## src/rtl/hazard_scoreboard.sv

```systemverilog
// Decode-stage issue controller: per-register pending-write counters, RAW/full/CC hazard
// detection, and a branch-stall FSM with a watchdog that parks in ERROR on a lost resolve.
module hazard_scoreboard #(
    parameter int NUM_RF     = 16,
    parameter int IDX_W      = 4,
    parameter int CNT_W      = 2,
    parameter int BR_TIMEOUT = 64
) (
    input  logic              I_CLOCK,
    input  logic              I_RESET_N,
    input  logic              I_LOCK,
    input  logic              I_IssueValid,
    input  logic              I_Src1Used,
    input  logic              I_Src2Used,
    input  logic [IDX_W-1:0]  I_Src1Idx,
    input  logic [IDX_W-1:0]  I_Src2Idx,
    input  logic              I_DestUsed,
    input  logic [IDX_W-1:0]  I_DestIdx,
    input  logic              I_IsBranch,
    input  logic              I_NeedsCC,
    input  logic              I_WbValid,
    input  logic [IDX_W-1:0]  I_WbIdx,
    input  logic              I_BranchResolved,
    output logic              O_IssueReady,
    output logic              O_DepStall,
    output logic              O_BranchStall,
    output logic [NUM_RF-1:0] O_Busy,
    output logic              O_Error
);

    typedef enum logic [1:0] {
        ST_IDLE    = 2'd0,
        ST_BR_WAIT = 2'd1,
        ST_ERROR   = 2'd2
    } state_e;

    localparam logic [CNT_W-1:0] CNT_ZERO = {CNT_W{1'b0}};
    localparam logic [CNT_W-1:0] CNT_ONE  = CNT_W'(1);
    localparam logic [CNT_W-1:0] CNT_MAX  = {CNT_W{1'b1}};
    localparam logic [15:0]      WD_LAST  = 16'(BR_TIMEOUT - 1);

    state_e             state_q, state_d;
    logic [15:0]        wd_q, wd_d;
    logic [CNT_W-1:0]   cnt_q [NUM_RF];
    logic [CNT_W-1:0]   cnt_d [NUM_RF];
    logic [NUM_RF-1:0]  busy_q;
    logic               stall_q;
    logic               error_q;

    logic [NUM_RF-1:0]  wb_hit_s;
    logic [NUM_RF-1:0]  eff_busy_s;
    logic               hazard_s;
    logic               req_s;
    logic               issue_s;
    logic               underflow_s;

    // Same-cycle writeback bypass: a register whose only pending write retires now reads as free.
    always_comb begin
        wb_hit_s   = {NUM_RF{1'b0}};
        eff_busy_s = {NUM_RF{1'b0}};
        for (int r = 0; r < NUM_RF; r++) begin
            wb_hit_s[r]   = I_WbValid && (I_WbIdx == IDX_W'(r));
            eff_busy_s[r] = (cnt_q[r] != CNT_ZERO) && !(wb_hit_s[r] && (cnt_q[r] == CNT_ONE));
        end
    end

    // Hazard detection and issue decision.
    always_comb begin
        hazard_s = (I_Src1Used && eff_busy_s[I_Src1Idx])
                || (I_Src2Used && eff_busy_s[I_Src2Idx])
                || (I_DestUsed && (cnt_q[I_DestIdx] == CNT_MAX) && !wb_hit_s[I_DestIdx])
                || (I_NeedsCC && (|eff_busy_s));
        req_s    = I_RESET_N && I_LOCK && I_IssueValid && (state_q == ST_IDLE);
        issue_s  = req_s && !hazard_s;
    end

    assign O_IssueReady = issue_s;
    assign O_DepStall   = req_s && hazard_s;

    // Counter next state; a simultaneous issue and writeback on one register cancel out.
    always_comb begin
        underflow_s = I_WbValid && (cnt_q[I_WbIdx] == CNT_ZERO);
        for (int r = 0; r < NUM_RF; r++) begin
            cnt_d[r] = cnt_q[r];
            if (issue_s && I_DestUsed && (I_DestIdx == IDX_W'(r))) begin
                if (!wb_hit_s[r]) begin
                    cnt_d[r] = cnt_q[r] + CNT_ONE;
                end else begin
                    cnt_d[r] = cnt_q[r];
                end
            end else if (wb_hit_s[r] && (cnt_q[r] != CNT_ZERO)) begin
                cnt_d[r] = cnt_q[r] - CNT_ONE;
            end else begin
                cnt_d[r] = cnt_q[r];
            end
        end
    end

    // Branch FSM next state and watchdog; resolve takes priority over expiry.
    always_comb begin
        state_d = state_q;
        wd_d    = wd_q;
        case (state_q)
            ST_IDLE: begin
                if (issue_s && I_IsBranch) begin
                    state_d = ST_BR_WAIT;
                    wd_d    = 16'd0;
                end else begin
                    state_d = ST_IDLE;
                end
            end
            ST_BR_WAIT: begin
                if (I_BranchResolved) begin
                    state_d = ST_IDLE;
                end else if (wd_q == WD_LAST) begin
                    state_d = ST_ERROR;
                end else begin
                    wd_d = wd_q + 16'd1;
                end
            end
            ST_ERROR: begin
                state_d = ST_ERROR;
            end
            default: begin
                state_d = ST_ERROR;
            end
        endcase
    end

    // State, counters and registered outputs with synchronous active-low reset.
    always_ff @(posedge I_CLOCK) begin
        if (!I_RESET_N) begin
            state_q <= ST_IDLE;
            wd_q    <= 16'd0;
            for (int r = 0; r < NUM_RF; r++) begin
                cnt_q[r] <= CNT_ZERO;
            end
            busy_q  <= {NUM_RF{1'b0}};
            stall_q <= 1'b0;
            error_q <= 1'b0;
        end else begin
            state_q <= state_d;
            wd_q    <= wd_d;
            for (int r = 0; r < NUM_RF; r++) begin
                cnt_q[r]  <= cnt_d[r];
                busy_q[r] <= (cnt_d[r] != CNT_ZERO);
            end
            stall_q <= (state_d == ST_BR_WAIT);
            error_q <= error_q || underflow_s || (state_d == ST_ERROR);
        end
    end

    assign O_BranchStall = stall_q;
    assign O_Busy        = busy_q;
    assign O_Error       = error_q;

endmodule

```

## config.mk

```make
export PLATFORM = sky130hd
export DESIGN_NAME = hazard_scoreboard
export DESIGN_NICKNAME = d
export VERILOG_FILES = /design/src/rtl/hazard_scoreboard.sv
export SDC_FILE = /design/constraint.sdc
export NUM_CORES = 1
export LEC_CHECK = 0
export CAP_MARGIN = 20
export CORE_UTILIZATION = 50
export CTS_CLUSTER_DIAMETER = 50
export CTS_CLUSTER_SIZE = 16
export DETAILED_ROUTE_END_ITERATION = 8
export DONT_BUFFER_PORTS = 1
export PLACE_DENSITY = 0.71
export REMOVE_ABC_BUFFERS = 1
export SYNTH_ARGS = -nofsm -noshare
export SYNTH_HDL_FRONTEND = slang
export SYNTH_SLANG_ARGS = --single-unit
```

## constraint.sdc

```tcl
create_clock -name I_CLOCK -period 3.2 [get_ports I_CLOCK]
set_clock_uncertainty 0.2 [all_clocks]
set_input_delay 0.32 -clock I_CLOCK [delete_from_list [all_inputs] [get_ports I_CLOCK]]
set_output_delay 0.32 -clock I_CLOCK [all_outputs]
set_load 0.005 [all_outputs]
```

==> results of run 1 <==
==> timing repair <==
action / in CTS / in global routing
pin swaps: 22 / 30
hold buffers: 3 / 0
hold endpoints to repair: 35 / 0
setup endpoints to repair: 36 / 49
cloned: 1 / 0
resized for setup: 86 / 57
setup buffers: 6 / 4
==> worst max-delay path, stage by stage, from the launching register on <==
cell and delay, ns:
dfxtp_4 0.37, inv_2 0.10, ha_4 0.16, a31oi_4 0.04
mux4_2 0.53, nor3b_4 0.25, nor4b_4 0.08, nor4b_4 0.34
buf_4 0.19, and2_4 0.20, buf_8 0.14
==> through the flow <==
step,TNS [ns],total power [mW]
after global routing,-2.89,2.65
after global placement,-6.00,1.64
after floorplan,-17.70,1.36
after detailed placement,-6.90,1.66
after CTS,-0.00762,2.49
final,-0.492,2.54
==> flip-flops by register name, indices dropped and copies added (netlist names) <==
signal,count
cnt_q,32
state_q,2
O_Error,1
wd_q,16
O_BranchStall,1
O_Busy,16
==> power by group <==
part	internal (mW)	total (mW)	switching, mW
clock	0.393	0.712	0.319
combinational	0.436	0.897	0.460
sequential	0.899	0.935	0.0358
==> path summary, 6_finish.rpt <==
| kind | end | slack, ns | cells after the start |
|---|---|---|---|
| worst max-delay path | O_IssueReady | -0.09 | 10 |
| worst min-delay path | cnt_q[9][0] | 0.03 | 3 |
| worst max register to register | cnt_q[15][0] | -0.06 | 13 |
| worst min register to register | wd_q[15] | 0.28 | 1 |
==> cells by family after synthesis <==
group / after synthesis / share of synthesized area, %
fa+ha+maj: 33 / 7.73
compound gates: 169 / 22.2
mux: 39 / 9.73
simple gates: 268 / 26.1
flops: 68 / 25.5
buf+inv: 85 / 7.15
xor+xnor: 10 / 1.64
==> per-layer routing <==
| layer | share of wire, % | up-vias |
|---|---|---|
| met3 | 10 | 56 |
| met1 | 38 | 2744 |
| met2 | 49 | 320 |
| met4 | 3.1 | 0 |
| li1 | - | 2676 |
| met5 | 0 | - |
==> cell usage in the layout (no fill, tap or decap), drive strengths merged, types with 11 or more instances in the layout <==
cell    count
buf       112
nand2      74
dfxtp      68
nor2       66
a31oi      43
inv        40
ha         33
o21ai      32
mux2i      26
nand3      19
nor3       16
nand4      16
a311oi     13
a21oi      12
clkbuf     12
or3        11
a211oi     11
==> synth_stat cells (4+ instances only) <==
master | n | area share, %
a211oi_1 | 11 | 1.5
a21oi_1 | 12 | 1.1
a221o_1 | 4 | 0.75
a311oi_1 | 13 | 2.1
a31oi_1 | 43 | 5.0
and2_1 | 4 | 0.47
and3_1 | 10 | 1.2
buf_1 | 4 | 0.28
buf_2 | 11 | 1.0
buf_4 | 7 | 0.98
clkbuf_1 | 20 | 1.4
dfxtp_1 | 68 | 25
ha_1 | 33 | 7.7
inv_1 | 40 | 2.8
mux2i_1 | 26 | 4.9
mux4_2 | 10 | 4.2
nand2_1 | 74 | 5.2
nand3_1 | 18 | 1.7
nand4_1 | 16 | 1.9
nand4b_1 | 4 | 0.66
nor2_1 | 65 | 4.6
nor2b_1 | 10 | 1.2
nor3_1 | 16 | 1.5
nor4_1 | 6 | 0.70
o2111ai_1 | 6 | 0.98
o211ai_1 | 7 | 0.98
o21ai_0 | 32 | 3.0
o311a_1 | 5 | 0.94
or2_1 | 5 | 0.59
or3_1 | 11 | 1.3
xnor2_1 | 10 | 1.6
==> final cells by class <==
cell class | instances | area share [%]
timing repair buffer | 114 | 13.1
clock inverter | 2 | 0.506
tap | 136 | 2.46
sequential | 68 | 20.0
clock buffer | 12 | 2.24
inverter | 40 | 2.31
multi-input combinational | 519 | 59.4
==> impl_metrics.tcl, run 1 <==
set metrics [dict create \
    hold_path_class "in2reg" \
    ios 47 \
    violations "negative setup slack" \
    drive_gt1_share_pct 32.8 \
    grt_usage_pct 30.7 \
    drt-total-wl_um 17300 \
    synthArstFlopShare_pct 0 \
    start_util_pct 51.7 \
    antenna_cells 0 \
    final_nets 812 \
    ir_drop_mv 0.279 \
    fin_crit_sh_pct 103 \
    status "finished with violations" \
    fp.dieW_um 105 \
    row_count 37 \
    post_drt_wl_per_cell_um 19.4 \
    multiInputGateArea_um2 4110 \
    synth.avg_cell_area_um2 7.94 \
    synth_cells 672 \
    tritoncts "yes" \
    crit_type "reg2out" \
    synth_warnings 0 \
    p_leak_nw 2.58 \
    synth-edff-count 0 \
    path_clk_slew_ns 0.07 \
    overflow 0 \
    worst_slack_ns -0.0890 \
    die_h_um 105 \
    met1_usage_pct 34.8 \
    htree_levels 3 \
    drc 0 \
    io_buffers 0 \
    grt_start_max_net_pins 40 \
    crit_start "cnt_q[11][0]" \
    placed_area_um2 6060 \
    setup_viol 14 \
    use_met3_pct 8.84 \
    r2r_start "cnt_q[11][0]" \
    instances_no_fill 891 \
    grt_antenna_before_repair 0 \
    seq_area_um2 1380 \
    drtPass1Iterations 5 \
    cp_max_fo 8 \
    slew_viol_final 0 \
    dp_slack_ns -0.280 \
    ant_nets 0 \
    clk_latency_ns 0.36 \
    n_fill_cell 841 \
    dp_cells 865 \
    synthDistinctLibCells 71 \
    grt_use_met2_pct 52.9 \
    maxCapViolations 0 \
    synth_ff_type "dfxtp_1" \
    final_hold_viol_count 0 \
    core_um2 10300 \
    grt_setup_unrepaired "true" \
    finalHoldWorstSlack_ns 0.0251 \
    drtIter0Drc 486 \
    grt_pass1_wl_um 27000 \
    area_growth_pct 29.6 \
    ys_seq_elements 68 \
    final_cell_area_um2 6920 \
    endpoint_kind "primary output" \
    pwr_density_cell_nw_per_um2 368 \
    place.gp.congestion 0.961 \
    cp.arrival_ns 2.77 \
    required_ns 2.68 \
    dp_hpwl_um 11900 \
    die_area_um2 11100 \
    min_from "I_RESET_N" \
    netlist_area_um2 5340 \
    yosysSeqAreaShare_pct 25.5 \
    worst_pin_slew_ns 0.917 \
    numCtsBuffers 9 \
    period_needed_ns 3.29 \
    fmax_mhz 304 \
    root_buffer "clkbuf_8" \
    grt_pass1_vias 5597 \
    clockBufferDepth 2 \
    final_util_pct 67.0 \
    vias_per_cell 6.51 \
    cts.sinks 68 \
    num_vias 5796 \
    grt_busiest_layer "met2" \
    start_kind "flip-flop" \
    slew_headroom_pct 38.8 \
]
Power figures use the tool's default switching activity.
==> run 2, diff against run 1 <==
--- a/config.mk
+++ b/config.mk
@@ -11,8 +11,10 @@
 export CTS_CLUSTER_SIZE = 16
 export DETAILED_ROUTE_END_ITERATION = 8
 export DONT_BUFFER_PORTS = 1
+export GPL_TIMING_DRIVEN = 0
 export PLACE_DENSITY = 0.71
 export REMOVE_ABC_BUFFERS = 1
+export SKIP_LAST_GASP = 1
 export SYNTH_ARGS = -nofsm -noshare
 export SYNTH_HDL_FRONTEND = slang
 export SYNTH_SLANG_ARGS = --single-unit
==> impl_metrics.tcl, run 2 (synthesis gave the netlist of run 1 again) <==
set metrics [dict create \
    p_leak_nw 2.33 \
    ir_drop_mv 0.236 \
    fp.dieW_um 105 \
    cp_max_fo 3 \
    num_vias 5581 \
    grt_usage_pct 29.7 \
    tritoncts "yes" \
    period_needed_ns 3.36 \
    dp_slack_ns -1.65 \
    core_um2 10300 \
    maxCapViolations 0 \
    drt-total-wl_um 17400 \
    grt_setup_unrepaired "true" \
    ant_nets 0 \
    worst_pin_slew_ns 1.00 \
    violations "negative setup slack" \
    grt_pass1_wl_um 26100 \
    post_drt_wl_per_cell_um 21.0 \
    hold_end "cnt_q[9][0]" \
    dp_hpwl_um 10300 \
    antenna_cells 0 \
    start_kind "flip-flop" \
    fmax_mhz 298 \
    cp.arrival_ns 3.45 \
    start_util_pct 51.7 \
    grt_antenna_before_repair 0 \
    fin_crit_sh_pct 105 \
    grt_pass1_vias 5319 \
    final_nets 748 \
    min_from "I_RESET_N" \
    crit_type "reg2reg" \
    setup_viol 21 \
    reg2reg_depth 13 \
    clockBufferDepth 2 \
    hold_path_class "in2reg" \
    slew_viol_final 0 \
    crit_slowest_cell "dfxtp_4" \
    rr_endpoint "O_Busy[6]" \
    vias_per_cell 6.76 \
    area_growth_pct 27.2 \
    path_clk_slew_ns 0.07 \
    overflow 0 \
    htree_levels 3 \
    final_hold_viol_count 0 \
    r2r_start "cnt_q[0][0]" \
    drive_gt1_share_pct 32.8 \
    place.gp.congestion 0.922 \
    crit_chain "buf_4 -> ha_2 -> a311oi_1 -> o21ai_0 -> o221ai_1 -> a211o_1 -> nor4b_4 -> buf_4 -> buf_6 -> nand4_1 -> mux2i_1 -> mux2i_1 -> a31o_1" \
    ios 47 \
    numCtsBuffers 9 \
    endpoint_kind "flip-flop" \
    largest_reg_flops 32 \
    drtPass1Iterations 7 \
    root_buffer "clkbuf_8" \
    die_h_um 105 \
    rrSetupSlack_ns -0.16 \
    layout_commonest_cell "nand2_1" \
    die_area_um2 11100 \
    cpPeakStageDelay_ns 0.37 \
    cts.sinks 68 \
    required_ns 3.30 \
    io_buffers 0 \
    row_count 37 \
    pwr_density_cell_nw_per_um2 394 \
    slew_headroom_pct 33.2 \
    hold_depth 3 \
    drc 0 \
    worst_slack_ns -0.157 \
    p_total_mw 2.67 \
    status "finished with violations" \
    final_util_pct 65.8 \
    most-common-layout-cells "72 x nand2_1, 63 x nor2_1, 39 x dfxtp_1" \
    finalHoldWorstSlack_ns 0.0247 \
    clk_latency_ns 0.36 \
    grt_start_max_net_pins 40 \
    drtIter0Drc 542 \
    largest_register "cnt_q" \
]
[run 2: worst max-delay path: cells and delay by family, from the launching register on]
| kind | cells | cell delay (ns) |
|---|---|---|
| compound gates | 5 | 1.01 |
| fa+ha+maj | 1 | 0.21 |
| buf+inv | 3 | 0.43 |
| flops | 1 | 0.37 |
| mux | 2 | 0.55 |
| simple gates | 2 | 0.51 |
[run 2: power breakdown]
part | switching [mW] | total (mW) | internal [mW]
Combinational | 0.531 | 1.09 | 0.558
Clock | 0.317 | 0.626 | 0.309
Sequential | 0.0570 | 0.959 | 0.902
[run 2: layout make-up]
class                      instances  area [um2]
fill                             790        3530
sequential                        68        1420
inverter                          40         170
timing repair buffer              49         464
tap                              136         170
multi-input combinational        520        4410
clock inverter                     2        12.5
clock buffer                      11         151
[run 2: metrics by stage]
step,instances,setup TNS [ns],cell area [um2]
after global routing,826,-6.26,6790
after global placement,763,-95.39,5280
after CTS,817,-0.782,6350
after floorplan,627,-17.70,5110
after detailed placement,764,-69.30,5290
final,826,-1.75,6790
[run 2: worst max-delay path by stage]
stage | startpoint | end | depth (start not counted)
6_report | cnt_q[0][0] | O_Busy[6] | 13
5_1_grt | cnt_q[3][1] | O_Busy[6] | 13
4_1_cts | cnt_q[0][0] | O_DepStall | 11
3_5_place_dp | I_WbIdx[0] | O_Busy[14] | 11
3_3_place_gp | I_WbIdx[0] | O_Busy[6] | 10
2_1_floorplan | I_WbIdx[1] | O_Busy[6] | 10
[run 2: metal layers]
metal	wire length, um	vias to the layer above	GRT usage, %
met1	6680	2666	35.4
met2	8330	297	50.0
li1	-	2543	-
met4	743	0	14.1
met5	0	-	0
met3	1610	75	7.42
[run 2: what timing repair did]
item,CTS,global route
resized for setup,156,69
pin swaps,42,38
hold buffers,3,0
hold endpoints to repair,35,0
gates cloned,3,0
setup endpoints to repair,68,65
buffers inserted,34,9
==> run 3, diff against run 2 <==
--- a/config.mk
+++ b/config.mk
@@ -14,6 +14,7 @@
 export GPL_TIMING_DRIVEN = 0
 export PLACE_DENSITY = 0.71
 export REMOVE_ABC_BUFFERS = 1
+export SETUP_SLACK_MARGIN = 0.4
 export SKIP_LAST_GASP = 1
 export SYNTH_ARGS = -nofsm -noshare
 export SYNTH_HDL_FRONTEND = slang
==> impl_metrics.tcl, run 3 (synthesis gave the netlist of run 1 again) <==
set metrics [dict create \
    status "finished with violations" \
    violations "negative setup slack" \
    cp_max_fo 5 \
    dp_cells 764 \
    seq_area_um2 1420 \
    rr_endpoint "O_Busy[8]" \
    dp_slack_ns -1.65 \
    tritoncts "yes" \
    slew_viol_final 0 \
    place.gp.congestion 0.922 \
    pwr_density_cell_nw_per_um2 389 \
    clk_latency_ns 0.36 \
    row_count 37 \
    drtPass1Iterations 7 \
    grt_setup_unrepaired "true" \
    htree_levels 3 \
    antenna_cells 0 \
    start_kind "flip-flop" \
    die_area_um2 11100 \
    grt_pass1_wl_um 26600 \
    crit_chain "inv_4 -> ha_4 -> a31oi_4 -> mux4_2 -> nor3b_4 -> nor4b_4 -> nor4b_4 -> buf_8 -> buf_6 -> nand3_4 -> o21a_1 -> a21o_1 -> o311a_1" \
    grt_pass1_vias 5395 \
    crit_family "compound AO/OA/AOI/OAI gates" \
    grt_usage_pct 30.2 \
    dp_hpwl_um 10300 \
    core_um2 10300 \
    drive_gt1_share_pct 36.7 \
    num_vias 5716 \
    reg2reg_depth 13 \
    p_total_mw 2.75 \
    worst-path-buf-inv 3 \
    numCtsBuffers 9 \
    grt_start_max_net_pins 40 \
    worst_slack_ns -0.142 \
    crit_slowest_cell "mux4_2" \
    final_cell_area_um2 7060 \
    ant_nets 0 \
    finalSetupTns_ns -1.63 \
    crit_path_frequent_cell "nor4b_4" \
    n_fill_cell 734 \
    period_needed_ns 3.34 \
    largest_register "cnt_q" \
    placed_area_um2 5290 \
    maxCapViolations 0 \
    hold_depth 3 \
    drtIter0Drc 625 \
    drt-total-wl_um 18000 \
    min_from "I_RESET_N" \
    post_drt_wl_per_cell_um 21.4 \
    p_leak_nw 2.44 \
    fmax_mhz 299 \
    die_h_um 105 \
    hold_end "cnt_q[9][0]" \
    cts.sinks 68 \
    fp.dieW_um 105 \
    final_hold_viol_count 0 \
    drc 0 \
    instances_no_fill 839 \
    setup_viol 26 \
    layout_commonest_cell "nand2_1" \
    ir_drop_mv 0.239 \
    hold_path_class "in2reg" \
    largest_reg_flops 32 \
    rrSetupSlack_ns -0.14 \
    final_nets 761 \
    cpPeakStageDelay_ns 0.52 \
    cp.arrival_ns 3.39 \
    area_growth_pct 32.3 \
    multiInputGateArea_um2 4510 \
    path_clk_slew_ns 0.07 \
    required_ns 3.25 \
    ios 47 \
    vias_per_cell 6.81 \
    io_buffers 0 \
    overflow 0 \
    endpoint_kind "flip-flop" \
    worst_pin_slew_ns 1.17 \
    grt_antenna_before_repair 0 \
    slew_headroom_pct 21.6 \
    fin_crit_sh_pct 104 \
    clockBufferDepth 2 \
    most-common-layout-cells "71 x nand2_1, 60 x nor2_1, 38 x dfxtp_1, 38 x buf_4, 28 x o21ai_0" \
    start_util_pct 51.7 \
    r2r_start "cnt_q[10][1]" \
    crit_type "reg2reg" \
    root_buffer "clkbuf_8" \
]
[run 3: worst max-delay path by stage]
stage,from,to,slack [ns],cells past startpoint
detailed placement,I_WbIdx[0],O_Busy[14],-1.65,11
floorplan,I_WbIdx[1],O_Busy[6],-0.68,10
global route,cnt_q[10][1],O_Busy[6],-0.26,13
CTS,cnt_q[11][1],O_Busy[12],-0.09,12
global placement,I_WbIdx[0],O_Busy[6],-1.97,10
finish,cnt_q[10][1],O_Busy[8],-0.14,13
[run 3: metal layers]
layer	part of all wire, %	routed length [um]	up-vias	track usage (%)
met1	37	6700	2719	35.9
met3	9.5	1700	101	6.31
met5	0	0	-	0
met2	48	8610	330	51.0
met4	5.3	948	0	16.1
li1	-	-	2566	-
[run 3: power by group]
| group | switching (mW) | internal (mW) | leakage, nW |
|---|---|---|---|
| Clock | 0.320 | 0.309 | 0.0831 |
| Combinational | 0.552 | 0.613 | 1.79 |
| Sequential | 0.0546 | 0.902 | 0.566 |
[run 3: worst reg2reg max path: stages (launching register included)]
cell     delay (ns)
dfxtp_2        0.35
inv_4          0.09
ha_4           0.15
a31oi_4        0.12
mux4_2         0.52
nor3b_4        0.22
nor4b_4        0.08
nor4b_4        0.37
buf_8          0.17
buf_6          0.10
nand3_4        0.09
o21a_1         0.25
a21o_1         0.19
o311a_1        0.33
[run 3: stage by stage]
| step | hold slack (ns) | utilization [%] |
|---|---|---|
| final | 0.0233 | 68.4 |
| after global placement | 0.246 | 51.1 |
| after CTS | 0.00264 | 62.6 |
| after detailed placement | 0.242 | 51.3 |
| after floorplan | 0.230 | - |
| after global routing | 0.0270 | 68.4 |
[run 3: what timing repair did]
action / CTS / global route
endpoints found under the setup margin: 68 / 68
setup buffers: 37 / 17
endpoints found under the hold margin: 35 / 0
hold buffers: 3 / 0
pin swaps: 52 / 37
cloned: 3 / 1
gates resized for setup: 175 / 86
[run 3: layout make-up]
cell class	instances	area share [%]
clock buffers	11	2.14
clock inverters	2	0.177
inverters	40	2.48
multi-input cells	520	63.8
flip-flops and latches	68	20.1
well taps	136	2.41
repair buffers	62	8.91
